`config.mk`:
```
export PLATFORM = sky130hd
export DESIGN_NAME = usb_tx_controller
export DESIGN_NICKNAME = d
export VERILOG_FILES = /design/src/rtl/usb_tx_pkg.sv /design/src/rtl/usb_tx_controller_crc16.sv /design/src/rtl/usb_tx_controller.sv
export SDC_FILE = /design/constraint.sdc
export NUM_CORES = 1
export LEC_CHECK = 0
export CAP_MARGIN = 25
export CORE_MARGIN = 2
export CORE_UTILIZATION = 54
export CTS_CLUSTER_DIAMETER = 200
export CTS_CLUSTER_SIZE = 28
export DETAILED_ROUTE_END_ITERATION = 8
export GPL_TIMING_DRIVEN = 0
export PLACE_DENSITY = 0.79
export RECOVER_POWER = 50
export SLEW_MARGIN = 20
export SYNTH_ARGS = -nofsm -noshare
export SYNTH_HDL_FRONTEND = slang
export SYNTH_HIERARCHICAL = 1
export SYNTH_SLANG_ARGS = --single-unit
```
`constraint.sdc`:
```
create_clock -name clk -period 2.7 [get_ports clk]
set_clock_uncertainty 0.2 [all_clocks]
set_input_delay 0.54 -clock clk [delete_from_list [all_inputs] [get_ports clk]]
set_output_delay 0.54 -clock clk [all_outputs]
set_load 0.05 [all_outputs]
```
`src/rtl/usb_tx_pkg.sv`:
```
// Shared types and constants for the USB TX sequencer.
// The CRC16 constants are only consumed when USB_TX_CRC16_EN is defined.
package usb_tx_pkg;

  typedef enum logic [3:0] {
    ST_IDLE, ST_SYNC, ST_PID, ST_DATA, ST_CRC, ST_STUFF_TAIL, ST_EOP1, ST_EOP2, ST_EOP_J
  } tx_state_t;

  localparam logic [2:0] SV_IDLE       = 3'd0;
  localparam logic [2:0] SV_SYNC       = 3'd1;
  localparam logic [2:0] SV_PID        = 3'd2;
  localparam logic [2:0] SV_DATA       = 3'd3;
  localparam logic [2:0] SV_CRC        = 3'd4;
  localparam logic [2:0] SV_STUFF_TAIL = 3'd5;
  localparam logic [2:0] SV_EOP1       = 3'd6;
  localparam logic [2:0] SV_EOP2       = 3'd7;

  localparam logic [7:0]  SYNC_BYTE      = 8'h80;
  localparam logic [15:0] CRC16_POLY     = 16'h8005;
  localparam logic [15:0] CRC16_INIT     = 16'hFFFF;
  localparam logic [15:0] CRC16_RESIDUAL = 16'h800D;
  localparam int          STUFF_LIMIT    = 6;

  function automatic logic [2:0] state_val_of(input tx_state_t s);
    case (s)
      ST_SYNC:       return SV_SYNC;
      ST_PID:        return SV_PID;
      ST_DATA:       return SV_DATA;
      ST_CRC:        return SV_CRC;
      ST_STUFF_TAIL: return SV_STUFF_TAIL;
      ST_EOP1:       return SV_EOP1;
      ST_EOP2:       return SV_EOP2;
      default:       return SV_IDLE; // IDLE and EOP_J both hold J
    endcase
  endfunction

endpackage

```
`src/rtl/usb_tx_controller_crc16.sv`:
```
// Serial USB CRC16 (x^16+x^15+x^2+1), one payload bit per enable, LSB-first data order.
module usb_crc16 import usb_tx_pkg::*; (
  input  logic        clk,
  input  logic        n_rst,
  input  logic        clear,
  input  logic        enable,
  input  logic        bit_in,
  output logic [15:0] crc
);
  logic [15:0] crc_q, crc_d;
  logic        fb;

  always_comb begin
    fb    = bit_in ^ crc_q[15];
    crc_d = crc_q;
    if (clear)       crc_d = CRC16_INIT;
    else if (enable) crc_d = {crc_q[14:0], 1'b0} ^ (fb ? CRC16_POLY : 16'h0000);
  end

  always_ff @(posedge clk or negedge n_rst)
    if (!n_rst) crc_q <= CRC16_INIT;
    else        crc_q <= crc_d;

  assign crc = crc_q;
endmodule

```
`src/rtl/usb_tx_controller.sv`:
```
// USB packet sequencer feeding the NRZI encoder: SYNC, PID, payload, optional CRC16, EOP, bit stuffing.
// Optional CRC16 on data PIDs is enabled by defining USB_TX_CRC16_EN.
module usb_tx_controller import usb_tx_pkg::*; #(
  parameter int CLKS_PER_BIT = 8
) (
  input  logic       clk,
  input  logic       n_rst,
  input  logic       tx_start,
  input  logic [3:0] tx_pid,
  input  logic       tx_has_data,
  input  logic [7:0] tx_data,
  input  logic       tx_data_valid,
  input  logic       tx_data_last,
  output logic       tx_data_ready,
  output logic       serial_in,
  output logic       encoder_in,
  output logic [2:0] state_val,
  output logic       tx_busy,
  output logic       tx_done,
  output logic       tx_error
);
  localparam int            TW     = (CLKS_PER_BIT > 1) ? $clog2(CLKS_PER_BIT) : 1;
  localparam logic [TW-1:0] T_LAST = TW'(CLKS_PER_BIT - 1);

  tx_state_t     state_q, state_d, after_payload;
  logic [TW-1:0] timer_q, timer_d;
  logic [2:0]    bit_idx_q, bit_idx_d, ones_q, ones_d;
  logic [7:0]    byte_q, byte_d;
  logic [3:0]    pid_q, pid_d;
  logic          has_data_q, has_data_d, last_q, last_d, stuff_q, stuff_d;
  logic          tick, first, bit_state, cur_bit, eob, to_eop, adv, fetch;

  assign tick      = (timer_q == T_LAST);
  assign first     = (timer_q == '0) && (state_q != ST_IDLE);
  assign eob       = (bit_idx_q == 3'd7);
  assign bit_state = (state_q == ST_SYNC) || (state_q == ST_PID) ||
                     (state_q == ST_DATA) || (state_q == ST_CRC);

`ifdef USB_TX_CRC16_EN
  logic        crc_byte_q, crc_byte_d;
  logic [15:0] crc;
  usb_crc16 u_crc (
    .clk(clk), .n_rst(n_rst),
    .clear(state_q == ST_IDLE && tx_start),
    .enable(state_q == ST_DATA && tick && !stuff_q),
    .bit_in(cur_bit), .crc(crc)
  );
  assign after_payload = (pid_q[1:0] == 2'b11) ? ST_CRC : ST_EOP1;
  // Inverted CRC leaves MSb of the shift register first (bit-reflected LSB on the wire).
  always_comb begin
    cur_bit = byte_q[bit_idx_q];
    if (state_q == ST_CRC) cur_bit = ~crc[4'd15 - {crc_byte_q, bit_idx_q}];
  end
`else
  assign after_payload = ST_EOP1;
  assign cur_bit       = byte_q[bit_idx_q];
`endif

  always_ff @(posedge clk or negedge n_rst) begin
    if (!n_rst) begin
      state_q <= ST_IDLE;  timer_q  <= '0;   bit_idx_q  <= '0;   ones_q  <= '0;
      byte_q  <= '0;       pid_q    <= '0;   has_data_q <= 1'b0; last_q  <= 1'b0;
      stuff_q <= 1'b0;
`ifdef USB_TX_CRC16_EN
      crc_byte_q <= 1'b0;
`endif
    end else begin
      state_q <= state_d;  timer_q  <= timer_d; bit_idx_q  <= bit_idx_d;  ones_q <= ones_d;
      byte_q  <= byte_d;   pid_q    <= pid_d;   has_data_q <= has_data_d; last_q <= last_d;
      stuff_q <= stuff_d;
`ifdef USB_TX_CRC16_EN
      crc_byte_q <= crc_byte_d;
`endif
    end
  end

  always_comb begin
    state_d = state_q; timer_d = timer_q; bit_idx_d = bit_idx_q; ones_d = ones_q;
    byte_d = byte_q; pid_d = pid_q; has_data_d = has_data_q; last_d = last_q;
    stuff_d = stuff_q; adv = 1'b0; fetch = 1'b0; to_eop = 1'b0;
`ifdef USB_TX_CRC16_EN
    crc_byte_d = crc_byte_q;
`endif
    if (state_q != ST_IDLE) timer_d = tick ? '0 : timer_q + 1'b1;
    case (state_q)
      ST_IDLE: if (tx_start) begin
        state_d = ST_SYNC; timer_d = '0; bit_idx_d = '0; ones_d = '0; stuff_d = 1'b0;
        byte_d = SYNC_BYTE; pid_d = tx_pid; has_data_d = tx_has_data; last_d = 1'b0;
`ifdef USB_TX_CRC16_EN
        crc_byte_d = 1'b0;
`endif
      end
      ST_STUFF_TAIL: if (tick) state_d = ST_EOP1;
      ST_EOP1:       if (tick) state_d = ST_EOP2;
      ST_EOP2:       if (tick) state_d = ST_EOP_J;
      ST_EOP_J:      if (tick) state_d = ST_IDLE;
      default: if (tick) begin
        case (state_q)
          ST_PID:  to_eop = eob && !has_data_q && (after_payload == ST_EOP1);
          ST_DATA: to_eop = eob && last_q && (after_payload == ST_EOP1);
`ifdef USB_TX_CRC16_EN
          ST_CRC:  to_eop = eob && crc_byte_q;
`endif
          default: to_eop = 1'b0;
        endcase
        // A stuffed period replays the advance that the 6th one postponed.
        if (stuff_q)       begin stuff_d = 1'b0; ones_d = '0; adv = 1'b1; end
        else if (!cur_bit) begin ones_d = '0; adv = 1'b1; end
        else if (ones_q == 3'(STUFF_LIMIT - 1)) begin
          ones_d = '0;
          if (to_eop) state_d = ST_STUFF_TAIL;
          else        stuff_d = 1'b1;
        end
        else begin ones_d = ones_q + 3'd1; adv = 1'b1; end

        if (adv) begin
          bit_idx_d = bit_idx_q + 3'd1;
          if (eob) begin
            case (state_q)
              ST_SYNC: begin state_d = ST_PID; byte_d = {~pid_q, pid_q}; end
              ST_PID:  if (has_data_q) fetch = 1'b1; else state_d = after_payload;
              ST_DATA: if (!last_q)    fetch = 1'b1; else state_d = after_payload;
`ifdef USB_TX_CRC16_EN
              ST_CRC:  if (crc_byte_q) state_d = ST_EOP1; else crc_byte_d = 1'b1;
`endif
              default: state_d = ST_EOP1;
            endcase
            if (fetch) begin
              if (tx_data_valid) begin
                state_d = ST_DATA; byte_d = tx_data; last_d = tx_data_last;
              end else begin
                state_d = ST_EOP1;
              end
            end
          end
        end
      end
    endcase
  end

  always_comb begin
    serial_in     = 1'b1;
    encoder_in    = 1'b0;
    state_val     = state_val_of(state_q);
    tx_busy       = (state_q != ST_IDLE);
    tx_done       = (state_q == ST_EOP_J) && tick;
    tx_data_ready = fetch && tx_data_valid;
    tx_error      = fetch && !tx_data_valid;
    if (first) begin
      if (stuff_q || state_q == ST_STUFF_TAIL) encoder_in = 1'b1;
      else if (bit_state)                      serial_in  = cur_bit;
    end
  end
endmodule

```
==> metrics <==
Max VDD drop 0.000256 V; Routed WL per cell 16.7 µm; Seq/Total Area, Yosys 0.377; vias in the first global route 1649; Avg Inst Size Synth 9.21 µm²; Post-synth EDFFs 0; largest net degree at the start of global routing 29; largest family of logic cells by synthesized area compound AO/OA/AOI/OAI gates; fraction of layout cells with a size suffix above 1 0.237; CTS tree built; clock-pin slew on the worst setup and hold paths 0.16 ns; hold_buf cts 0; Worst Reg-to-Reg Cells 5; Hold Path Depth 1; Fin Hold WS 0.363 ns; P&R area growth vs syn 25.1%; Synth async-reset ratio 1.00; # setup viols final 1; Synth Area in Simple Gates 0.200; critical path class flip-flop to output pin; Critical Path End Type output pin; Filler Cell Count 286; CP Data Arrival Time 2.03 ns; Syn Inst Count 202; crit path cell chain buf_6 -> mux2_4 -> a2bb2oi_4 -> nand3_2 -> nand3_4 -> nor4_4 -> buf_6; reg2reg end byte_q[7]; final slew viol count 29; Largest stage delay, worst path 0.43 ns; LEAKAGE 1.09 nW; Startpoint Class flip-flop; outcome finished with violations; top cells by area, synth dfrtp_1, mux2_2, mux2i_1; Fmax 361 MHz; Reg2Reg Setup Slack 0.30 ns; relative slew slack -0.0437; I/O Pins 27; unique cell type count in the Yosys netlist 49; CP required 1.96 ns; count leader, synth dfrtp_1; CP dominant cell by count buf_6; nets 260; core area 3310 µm²; antenna violations before repair 0; Yosys warnings 6; Root Driver clkbuf_4; die area 3930 µm²; cell family with most CP delay simple AND/OR/NAND/NOR gates; Vias 1694; proportion of synthesized area in mux cells 0.120; Power Dens Cells 286 nW/µm²; Top FF cell, synth dfrtp_1; Die Wd 62.7 µm; CP max stage cell dfrtp_1; number of clock sinks 28; Longest Clk Path Bufs 2; gpl congestion 0.882; hold crit path type flip-flop to flip-flop; top post-synthesis cells by count dfrtp_1, nand2_1, nor2_1; Synth Area in Compound Gates 0.212; CP Launch Point bit_idx_q[0]; Worst-Margin Slew 1.57 ns; row cnt 21; TritonRoute pass-1 iters 4; Synth Area in Adders 0.0336; Final Hold Vio Count 0; worst skew pair latency 0.33 ns; starting density of the core 0.562; DRT iter0 DRCs 169; cts bufs inserted 3; Buf/Inv on CP 2; Synthesized Nets 225; htree depth 1; Crit path depth 7; cell taking the most area after synthesis dfrtp_1; GRT Total Usage 0.243; RSZ-0062 raised after global routing true; dpl hpwl 3290 µm; Final Critical Period 2.77 ns; # DRC 0; end of the critical path tx_error; antenna viol nets, final 0; Critical Path Fanout Max 5; vias per inst 6.01; Synth Cell Area 1860 µm²; final antenna diode count 0; area share of the largest cell type after synthesis 0.377; Routed WL 4720 µm; GR Overflow Total 0; worst slack at placement -0.614 ns; Max Cap Violations 1; DP Cell Count 274; Final period util 1.03; failing checks max-capacitance violations, max-slew violations, negative setup slack; first-pass GRT wire length 7740 µm; XOR/XNOR Fraction of Synth Area 0; IO Port Bufs 26; FF-to-FF Start state_q[1]; Post-Layout Cell Count 282; Synth Register Bits 28; PnR worst setup slack -0.0729 ns; Die Ht 62.7 µm
-- layout by cell type, fill, tap and decap left out, types with 2 or more instances in the layout --
| cell type | count |
|---|---|
| o31ai_1 | 2 |
| nor4_4 | 2 |
| o211ai_1 | 5 |
| buf_6 | 5 |
| nand3_1 | 4 |
| buf_4 | 6 |
| nand4_1 | 4 |
| dlygate4sd2_1 | 3 |
| clkdlybuf4s50_1 | 16 |
| mux2_2 | 10 |
| o211a_1 | 2 |
| ha_1 | 4 |
| nor2_1 | 11 |
| clkbuf_1 | 3 |
| mux2i_1 | 9 |
| inv_1 | 10 |
| dfrtp_1 | 27 |
| a211oi_1 | 8 |
| nor2b_1 | 7 |
| a21bo_2 | 2 |
| nor4_1 | 3 |
| a21oi_2 | 2 |
| nor2b_2 | 2 |
| clkbuf_2 | 2 |
| o21ai_0 | 8 |
| nand2_1 | 25 |
| clkbuf_4 | 4 |
| a21oi_1 | 6 |
| buf_2 | 6 |
| nand3b_1 | 2 |
-- worst register-to-register path: cells and delay by family (launching register included) --
kind / cells / cell delay, ns
DFF: 1 / 0.51
AOI/OAI and AO/OA: 3 / 0.88
and+or+nand+nor: 1 / 0.33
muxes: 1 / 0.38
-- kinds of logic after synthesis --
kind of cell             Yosys count
AND/OR/NAND/NOR                   72
AO/OA/AOI/OAI                     53
flip-flops                        28
buffers and inverters             23
multiplexers                      21
adder cells (fa/ha/maj)            5
-- how the worst min path moves through the flow --
stage,from,end
6_report,last_q,last_q
5_1_grt,pid_q[3],pid_q[3]
4_1_cts,n_rst,has_data_q
3_5_place_dp,last_q,last_q
3_3_place_gp,pid_q[3],pid_q[3]
2_1_floorplan,n_rst,bit_idx_q[0]
-- report_power, final --
group          leakage, nW  switching (W)  internal, W  total [W]
clock network       0.0210       0.000129    0.0000826   0.000211
registers            0.355              0     0.000420   0.000420
logic                0.714      0.0000133    0.0000209  0.0000342
total                 1.09       0.000142     0.000523   0.000665
-- state kept, by name (all words and copies together), names as in the netlist --
name	flops
byte_q	8
timer_q	3
has_data_q	1
pid_q	4
stuff_q	1
last_q	1
ones_q	3
state_q	4
bit_idx_q	3
-- per-layer routing --
layer	up-vias	track usage	part of all wire
li1	810	-	-
met1	822	0.340	0.45
met2	55	0.398	0.49
met3	7	0.0342	0.052
met4	0	0.0583	0.0091
met5	-	0	0
-- cell type report --
cell class	instances	area, µm²	share of cell area
multi-input combinational	151	1140	0.488
sequential	28	702	0.302
timing repair buffer	31	279	0.120
buffer	12	78.8	0.0339
tap	46	57.6	0.0247
inverter	10	37.5	0.0161
clock buffer	4	36.3	0.0156
-- per-stage QoR --
stage	power (W)	cell area, µm²	TNS (ns)	utilization
floorplan	0.000428	1880	-0.0389	-
global placement	0.000462	2200	-1.54	0.664
finish	0.000665	2330	-0.0729	0.703
detailed placement	0.000462	2190	-1.69	0.663
CTS	0.000668	2240	-0.259	0.675
global route	0.000686	2330	-0.201	0.703
-- repair_timing --
action                                  CTS  global route
setup buffers                             1             4
pin swaps                                 1             4
endpoints found under the setup margin    9             7
resized for setup                        40            21
(Power assumes the default switching activity.)
